File: config.mk
export PLATFORM = sky130hd
export DESIGN_NAME = bcd_scan_driver
export DESIGN_NICKNAME = d
export VERILOG_FILES = /design/src/rtl/disp_pkg.sv /design/src/rtl/scan_tick_gen.sv /design/src/rtl/bcd_scan_driver.sv
export SDC_FILE = /design/constraint.sdc
export NUM_CORES = 1
export LEC_CHECK = 0
export ABC_CLOCK_PERIOD_IN_PS = 5000
export CAP_MARGIN = 20
export CORE_UTILIZATION = 50
export CTS_CLUSTER_DIAMETER = 100
export DETAILED_ROUTE_END_ITERATION = 16
export HOLD_SLACK_MARGIN = 0.15
export PLACE_DENSITY = 0.71
export SLEW_MARGIN = 10
export SYNTH_ARGS = -nofsm -noshare
export SYNTH_HDL_FRONTEND = slang
export SYNTH_SLANG_ARGS = --single-unit
File: constraint.sdc
create_clock -name clk -period 5 [get_ports clk]
set_input_delay 0.75 -clock clk [delete_from_list [all_inputs] [get_ports clk]]
set_output_delay 0.75 -clock clk [all_outputs]
set_load 0.005 [all_outputs]
File: src/rtl/disp_pkg.sv
// Shared constants and digit-selection helper for the multiplexed BCD display scanner.
// The blank code matches the downstream seven-segment decoder's all-segments-off default.
package disp_pkg;

   localparam int unsigned N_DIGITS = 4;
   localparam int unsigned DATA_W   = 4 * N_DIGITS;
   localparam int unsigned SLOT_W   = $clog2(N_DIGITS);

   localparam logic [3:0]          BLANK_CODE = 4'hF;
   localparam logic [N_DIGITS-1:0] AN_OFF     = 4'b1111;

   typedef logic [SLOT_W-1:0] slot_t;

   // Code presented for one scan slot; a digit is a leading zero only if it and
   // every more-significant digit are zero. Digit 0 is always shown.
   function automatic logic [3:0] slot_code(input logic [DATA_W-1:0] value,
                                            input slot_t             slot,
                                            input logic              blank_lz);
      logic [3:0] nib;
      logic       lead_zero;
      nib = value[{slot, 2'b00} +: 4];
      unique case (slot)
         2'd3:    lead_zero = (value[15:12] == 4'h0);
         2'd2:    lead_zero = (value[15:8] == 8'h00);
         2'd1:    lead_zero = (value[15:4] == 12'h000);
         default: lead_zero = 1'b0;
      endcase
      return (blank_lz && lead_zero) ? BLANK_CODE : nib;
   endfunction

endpackage

File: src/rtl/scan_tick_gen.sv
// Free-running prescaler for the display scan: pulses tick for one cycle every
// PRESCALE clocks, on the cycle where the counter sits at its terminal value.
module scan_tick_gen #(
   parameter int unsigned PRESCALE = 50000
) (
   input  logic clk,
   input  logic rst_n,
   output logic tick
);

   localparam int unsigned CW = (PRESCALE > 1) ? $clog2(PRESCALE) : 1;
   localparam logic [CW-1:0] CNT_LAST = CW'(PRESCALE - 1);

   logic [CW-1:0] cnt_q, cnt_d;

   always_comb begin
      tick  = (cnt_q == CNT_LAST);
      cnt_d = tick ? '0 : cnt_q + CW'(1);
   end

   always_ff @(posedge clk or negedge rst_n) begin
      if (!rst_n) begin
         cnt_q <= '0;
      end else begin
         cnt_q <= cnt_d;
      end
   end

endmodule

File: src/rtl/bcd_scan_driver.sv
// Four-digit multiplexed display scanner: double-buffered packed-BCD value, one digit per
// scan slot on digit_code with matching active-low enable, optional leading-zero blanking.
module bcd_scan_driver
   import disp_pkg::*;
#(
   parameter int unsigned PRESCALE = 50000
) (
   input  logic                clk,
   input  logic                rst_n,
   input  logic                load_valid,
   output logic                load_ready,
   input  logic [DATA_W-1:0]   load_data,
   input  logic                blank_lz,
   output logic [3:0]          digit_code,
   output logic [N_DIGITS-1:0] an_n
);

   logic                tick;
   logic                frame_end;
   logic                accept;

   logic [DATA_W-1:0]   display_q, display_d;
   logic [DATA_W-1:0]   pending_q, pending_d;
   logic                pending_full_q, pending_full_d;
   slot_t               idx_q, idx_d;
   logic [3:0]          code_q, code_d;
   logic [N_DIGITS-1:0] an_q, an_d;

   scan_tick_gen #(
      .PRESCALE (PRESCALE)
   ) u_tick (
      .clk   (clk),
      .rst_n (rst_n),
      .tick  (tick)
   );

   always_comb begin
      display_d      = display_q;
      pending_d      = pending_q;
      pending_full_d = pending_full_q;
      idx_d          = tick ? idx_q + slot_t'(1) : idx_q;

      frame_end = tick && (idx_q == slot_t'(N_DIGITS - 1));
      accept    = load_valid && !pending_full_q;

      // accept needs an empty buffer and commit needs a full one, so they never collide
      if (accept) begin
         pending_d      = load_data;
         pending_full_d = 1'b1;
      end else if (frame_end && pending_full_q) begin
         display_d      = pending_q;
         pending_full_d = 1'b0;
      end

      // Outputs follow next-state so the slot and new frame appear on the same edge
      an_d   = ~(N_DIGITS'(1) << idx_d);
      code_d = slot_code(display_d, idx_d, blank_lz);
   end

   always_ff @(posedge clk or negedge rst_n) begin
      if (!rst_n) begin
         display_q      <= '0;
         pending_q      <= '0;
         pending_full_q <= 1'b0;
         idx_q          <= '0;
         code_q         <= BLANK_CODE;
         an_q           <= AN_OFF;
      end else begin
         display_q      <= display_d;
         pending_q      <= pending_d;
         pending_full_q <= pending_full_d;
         idx_q          <= idx_d;
         code_q         <= code_d;
         an_q           <= an_d;
      end
   end

   assign load_ready = !pending_full_q;
   assign digit_code = code_q;
   assign an_n       = an_q;

endmodule

Word-level counts from Yosys, hierarchy flattened
Index checks and enable logic that the tools add are counted.
{ "totals": {"reg_bits": 59, "latch_bits": 0, "ram_bits": 0, "mem_bits_ro": 0, "in_bits": 20, "output_inout_bits": 9, "wordCells": 34, "n_memories": 0} }
{ "classes": {"add_sub_neg": 2, "n_mul": 0, "n_div": 0, "n_lt_le_gt_ge": 0, "n_eq_ne": 5, "n_shift": 2, "muxes": 8, "n_bitwise": 1, "n_reduce_logical": 9} }
{ "op_table": {"columns": ["operator", "n"], "rows": [
  ["two-way mux 16 bit", 3],
  ["adder 16 x 1 -> 16 bit, second input constant", 1],
  ["equality test 16 bit, second input constant", 1],
  ["indexed part select 16 x 5 -> 4 bit", 1],
  ["logical NOT 12 bit", 1],
  ["logical NOT 8 bit", 1],
  ["equality test 2 bit, second input constant", 3],
  ["logical AND 1 bit", 4],
  ["logical NOT 4 bit", 1],
  ["two-way mux 4 bit", 1],
  ["inverter 4 bit", 1],
  ["left shift 1 x 2 -> 4 bit, first input constant", 1],
  ["one-hot mux 1 bit (3 select lines)", 1],
  ["adder 2 x 1 -> 2 bit, second input constant", 1],
  ["equality test 2 x 1 -> 1 bit, second input constant", 1],
  ["two-way mux 1 bit", 2],
  ["two-way mux 2 bit", 1],
  ["nonzero test 2 bit", 1],
  ["logical NOT 1 bit", 1]
]} }

Depth between registers and ports, before layout
{ "depth": {"ltp_word": 9, "ltp_mapped": 8} }

Hierarchy
Synthesis repeated with hierarchy kept, for this count alone.
{ "unflattened": {"hier_cells": 227, "hier_area_um2": 2770.2} }
{ "modules_own_cells": {"columns": ["module", "n_inst", "cells_each", "area_each_um2"], "rows": [
  ["bcd_scan_driver", 1, 160, 2008.2],
  ["scan_tick_gen", 1, 67, 762.0]
]} }

Worst setup path before layout
No wires, ideal clock.
{ "synth_timing": {"path_kind": "register to register", "from": "register u_tick.cnt_q[5]", "to": "register an_q[0] (netlist: an_n[0])", "setup_ns": 0.084, "arrival_ns": 2.190, "required_time_ns": 4.916, "setup_slack_ns": 2.726, "stages_incl_launch_ff": 6, "path_buffers": 0, "cell_sequence": "dfrtp_1 > or4b_4 > nor4_4 > xnor2_1 > inv_1 > or2_2"} }
{ "synth_via": {"elab_chain_cells": 4} }
{ "synth_lines": {"columns": ["item", "line", "rtl"], "rows": [
  ["start, declared", "scan_tick_gen.sv:14", "logic [CW-1:0] cnt_q, cnt_d;"],
  ["start signal, assigned", "scan_tick_gen.sv:25", "cnt_q <= cnt_d;"],
  ["equality test 16 bit", "scan_tick_gen.sv:17", "tick = (cnt_q == CNT_LAST);"],
  ["two-way mux 2 bit", "bcd_scan_driver.sv:41", "idx_d = tick ? idx_q + slot_t'(1) : idx_q;"],
  ["named net idx_d[0]", "bcd_scan_driver.sv:25", "slot_t idx_q, idx_d;"],
  ["left shift 1 x 2 -> 4 bit", "bcd_scan_driver.sv:56", "an_d = ~(N_DIGITS'(1) << idx_d);"],
  ["inverter 4 bit", "bcd_scan_driver.sv:56", null],
  ["named net an_d[0]", "bcd_scan_driver.sv:27", "logic [N_DIGITS-1:0] an_q, an_d;"],
  ["end signal, assigned", "bcd_scan_driver.sv:74", "an_q <= an_d;"],
  ["end, declared", "bcd_scan_driver.sv:27", null]
]} }
The timed path passes the listed nets, and every way through them passes these cells.
A chain may end at the register's enable or synchronous reset.

Worst setup path after layout
{ "layout_timing": {"from": "register u_tick.cnt_q[5]", "to": "register display_q[3]"} }
{ "layout_via": {"elab_chain_cells": 5} }
{ "layout_lines": {"columns": ["item", "line", "rtl"], "rows": [
  ["equality test 16 bit", "scan_tick_gen.sv:17", null],
  ["logical AND 1 bit", "bcd_scan_driver.sv:43", "frame_end = tick && (idx_q == slot_t'(N_DIGITS - 1));"],
  ["logical AND 1 bit", "bcd_scan_driver.sv:50", "end else if (frame_end && pending_full_q) begin"],
  ["two-way mux 16 bit", "bcd_scan_driver.sv:50", null],
  ["two-way mux 16 bit", "bcd_scan_driver.sv:47", "if (accept) begin"],
  ["named net display_d[3]", "bcd_scan_driver.sv:22", "logic [DATA_W-1:0] display_q, display_d;"],
  ["end signal, assigned", "bcd_scan_driver.sv:69", "display_q <= display_d;"],
  ["end, declared", "bcd_scan_driver.sv:22", null]
]} }
The timed path passes the listed nets, and every way through them passes these cells.

==> results.sh <==
export IMPL_status="complete, no violations"
export IMPL_end_kind="flop"
export IMPL_dpl_cell_count=352
export IMPL_tightest_slew_ns=0.7657
export IMPL_fillers=455
export IMPL_fin_tns_setup_ns=0
export IMPL_ys_top_cells_by_count="51 x dfrtp_1, 31 x mux2_2, 27 x nand2_1"
export IMPL_tritoncts="done"
export IMPL_drt_iter0_drc=163
export IMPL_critical_path_class="flop to flop"
export IMPL_synth_top_family_by_area="simple AND/OR/NAND/NOR gates"
export IMPL_clk_pin_slew_ns=0.06
export IMPL_grt_pass1_wl_mm=9.556
export IMPL_max_slew_margin_rel_pct=48.58
export IMPL_post_cts_setup_buffers=0
export IMPL_setup_violations=0
export IMPL_fmax_mhz=351.6
export IMPL_drv_cap=0
export IMPL_synth_edff_count=0
export IMPL_p_total_mw=0.9551
export IMPL_fin_cells=370
export IMPL_syn_to_final_growth_pct=18.98
export IMPL_path_depth=6
export IMPL_synth_main_ff_cell="dfrtp_1"
export IMPL_post_cts_resized=0
export IMPL_hpwl_mm=3.901
export IMPL_totalWireLength_mm=5.733
export IMPL_grt_start_max_net_pins=60
export IMPL_routedWlPerCell_um=15.49
export IMPL_hold_buffers=0
export IMPL_grt_pass1_vias=1982
export IMPL_synth_adder_area_share_pct=0.8647
export IMPL_syn_area_um2=2894
export IMPL_cp_cell_sequence="or4b_4, nor4_4, buf_6, buf_4, nand2_2, mux2_1"
export IMPL_antenna_cells=0
export IMPL_cp_arrival_ns=3.07
export IMPL_critPathRequiredTime_ns=5.22
export IMPL_cts_sinks=59
export IMPL_clockBufferDepth=2
export IMPL_muxShareOfSynthArea_pct=12.45
export IMPL_avgViaCountPerCell=5.686
export IMPL_path_max_fanout=17
export IMPL_fin_crit_sh_pct=56.88
export IMPL_ys_seq_elements=59
export IMPL_topRoutingLayerUsed="met4"
export IMPL_drtAntennaViolNets=0
export IMPL_avgSynthCellArea_um2=11.13
export IMPL_crit_path_start_kind="flop"
export IMPL_synthesis_nets=282
export IMPL_yosysUniqueCellTypes=42
export IMPL_die_w_um=78.08
export IMPL_root_buffer="clkbuf_8"
export IMPL_drc=0
export IMPL_hold_ws_ns=0.4888
export IMPL_antenna_found_initial=0
export IMPL_p_leak_nw=1.467
export IMPL_r2r_cells=6
export IMPL_dieArea_um2=6096
export IMPL_rsz0062_at_grt="no"
export IMPL_layout_drive_gt1_share_pct=22.48
export IMPL_yosysSeqAreaShare_pct=51.36
export IMPL_peakVddDrop_mv=0.2348
export IMPL_final_nets=315
export IMPL_synth_most_common_cell="dfrtp_1"
export IMPL_synth_simple_area_share_pct=14.53
export IMPL_critPathSlowestCell="or4b_4"
export IMPL_grt_overflow_total=0
export IMPL_cpLargestDelayFamily="simple AND/OR/NAND/NOR gates"
export IMPL_finClkSkew_ns=0.008132
export IMPL_hold_class="flop to flop"
export IMPL_yosys_top_cells_area="dfrtp_1 44%, mux2_2 12%, dfstp_2 7.3%"
export IMPL_slowest_delay_ns=0.60
export IMPL_synth_top_area_cell="dfrtp_1"
export IMPL_drv_slew=0
export IMPL_die_y_um=78.08
export IMPL_synth_warnings=0
export IMPL_met3_length_um=255
export IMPL_clock_latency_ns=0.34
export IMPL_post_synth_top_area_fraction_pct=44.10
export IMPL_postSynthCellCount=260
export IMPL_hold_depth=1
export IMPL_io_pins=29
export IMPL_routed_via_count=2104
export IMPL_crit_buf_inv=2
export IMPL_row_count=27
export IMPL_cts_max_level=3
export IMPL_gp_congestion=0.8351
export IMPL_post_route_min_period_ns=2.844
export IMPL_power_density_nw_per_um2=277.4
export IMPL_core_um2=5540
export IMPL_ys_async_sr_fraction_pct=100.0
export IMPL_start_util_pct=52.24
export IMPL_synth_compound_area_share_pct=13.71
export IMPL_synth_xor_area_share_pct=4.237
export IMPL_met2RoutedLength_mm=2.676
export IMPL_met1_length_mm=2.674
export IMPL_finalHoldViolCount=0
export IMPL_drt_pass1_iter_count=4
export IMPL_grt_usage_pct=20.77
export IMPL_cts_buffers=9
export IMPL_portBuffers=28
state kept, by name, summed over array words and instances, names as in the netlist:
name,cells
display_q,16
pending_q,16
u_tick.cnt_q,16
an_n,4
digit_code,4
idx_q,2
pending_full_q,1
power breakdown:
group,internal [mW],switching (mW)
Combinational,0.0267,0.0158
Sequential,0.495,0.0170
Clock,0.219,0.182
per-stage QoR:
| stage | instance area [µm²] | setup slack, ns | util, % |
|---|---|---|---|
| 2_1_floorplan | 2894 | 2.726 | - |
| 3_3_place_gp | 3244 | 1.933 | 58.56 |
| 3_5_place_dp | 3244 | 1.888 | 58.56 |
| 4_1_cts | 3427 | 1.876 | 61.86 |
| 5_1_grt | 3443 | 1.973 | 62.15 |
| 6_report | 3443 | 2.156 | 62.15 |
layout make-up:
class / instances / area, µm² / area share, %
Clock inverter: 2 / 10.01 / 0.2907
Inverter: 8 / 30.03 / 0.8721
Multi-Input combinational cell: 180 / 1325 / 38.48
Clock buffer: 14 / 172.7 / 5.015
Sequential cell: 59 / 1486 / 43.17
Tap cell: 72 / 90.09 / 2.616
Timing Repair Buffer: 35 / 329.1 / 9.557
placed cells by master, fill, tap and decap left out, types with 2 or more instances in the layout:
cell             netlist  routed
a21boi_0              12      12
a21oi_1                5       5
a22oi_1                8       8
a2bb2oi_1              8       8
and2_1                 2       2
and3_1                 2       2
buf_4                  0       5
clkbuf_1               9       2
clkbuf_8               0      12
clkdlybuf4s50_1        0      27
clkinv_2               0       2
dfrtp_1               51      51
dfstp_2                8       8
ha_1                   2       2
inv_1                  8       8
mux2_2                31      31
nand2_1               27      27
nand3_1                8       8
nand4_1                4       4
nand4b_1               3       3
nor2_1                11      11
nor3_1                 3       3
nor4_1                 6       6
o21ai_0                5       5
o221ai_1               8       8
o22ai_1                4       4
or2_2                  2       2
xnor2_1                6       6
xor2_1                 8       8
worst reg2reg max path, cell delays in order (launching register included):
cell	delay, ns
dfrtp_1	0.43
or4b_4	0.60
nor4_4	0.59
buf_6	0.25
buf_4	0.20
nand2_2	0.26
mux2_1	0.40
cell families after synthesis:
family                   after synthesis
AND/OR/NAND/NOR                       78
AO/OA/AOI/OAI                         54
flip-flops                            59
multiplexers                          32
adder cells (fa/ha/maj)                2
XOR/XNOR                              14
buffers and inverters                 21
final timing paths:
path / start / to / slack, ns
worst min-delay path: display_q[3] / display_q[3] / 0.49
min in group asynchronous: rst_n / u_tick.cnt_q[10] / 0.55
worst max register to register: u_tick.cnt_q[5] / display_q[3] / 2.16
max in group asynchronous: rst_n / display_q[7] / 3.97
worst min register to register: display_q[3] / display_q[3] / 0.49
worst max-delay path: u_tick.cnt_q[5] / display_q[3] / 2.16
routing by layer:
metal | global-route usage, % | vias up
met5 | 0 | -
met4 | 11.67 | 0
met3 | 3.488 | 12
met2 | 31.49 | 51
met1 | 28.36 | 1023
li1 | - | 1018
(Power assumes the default switching activity.)
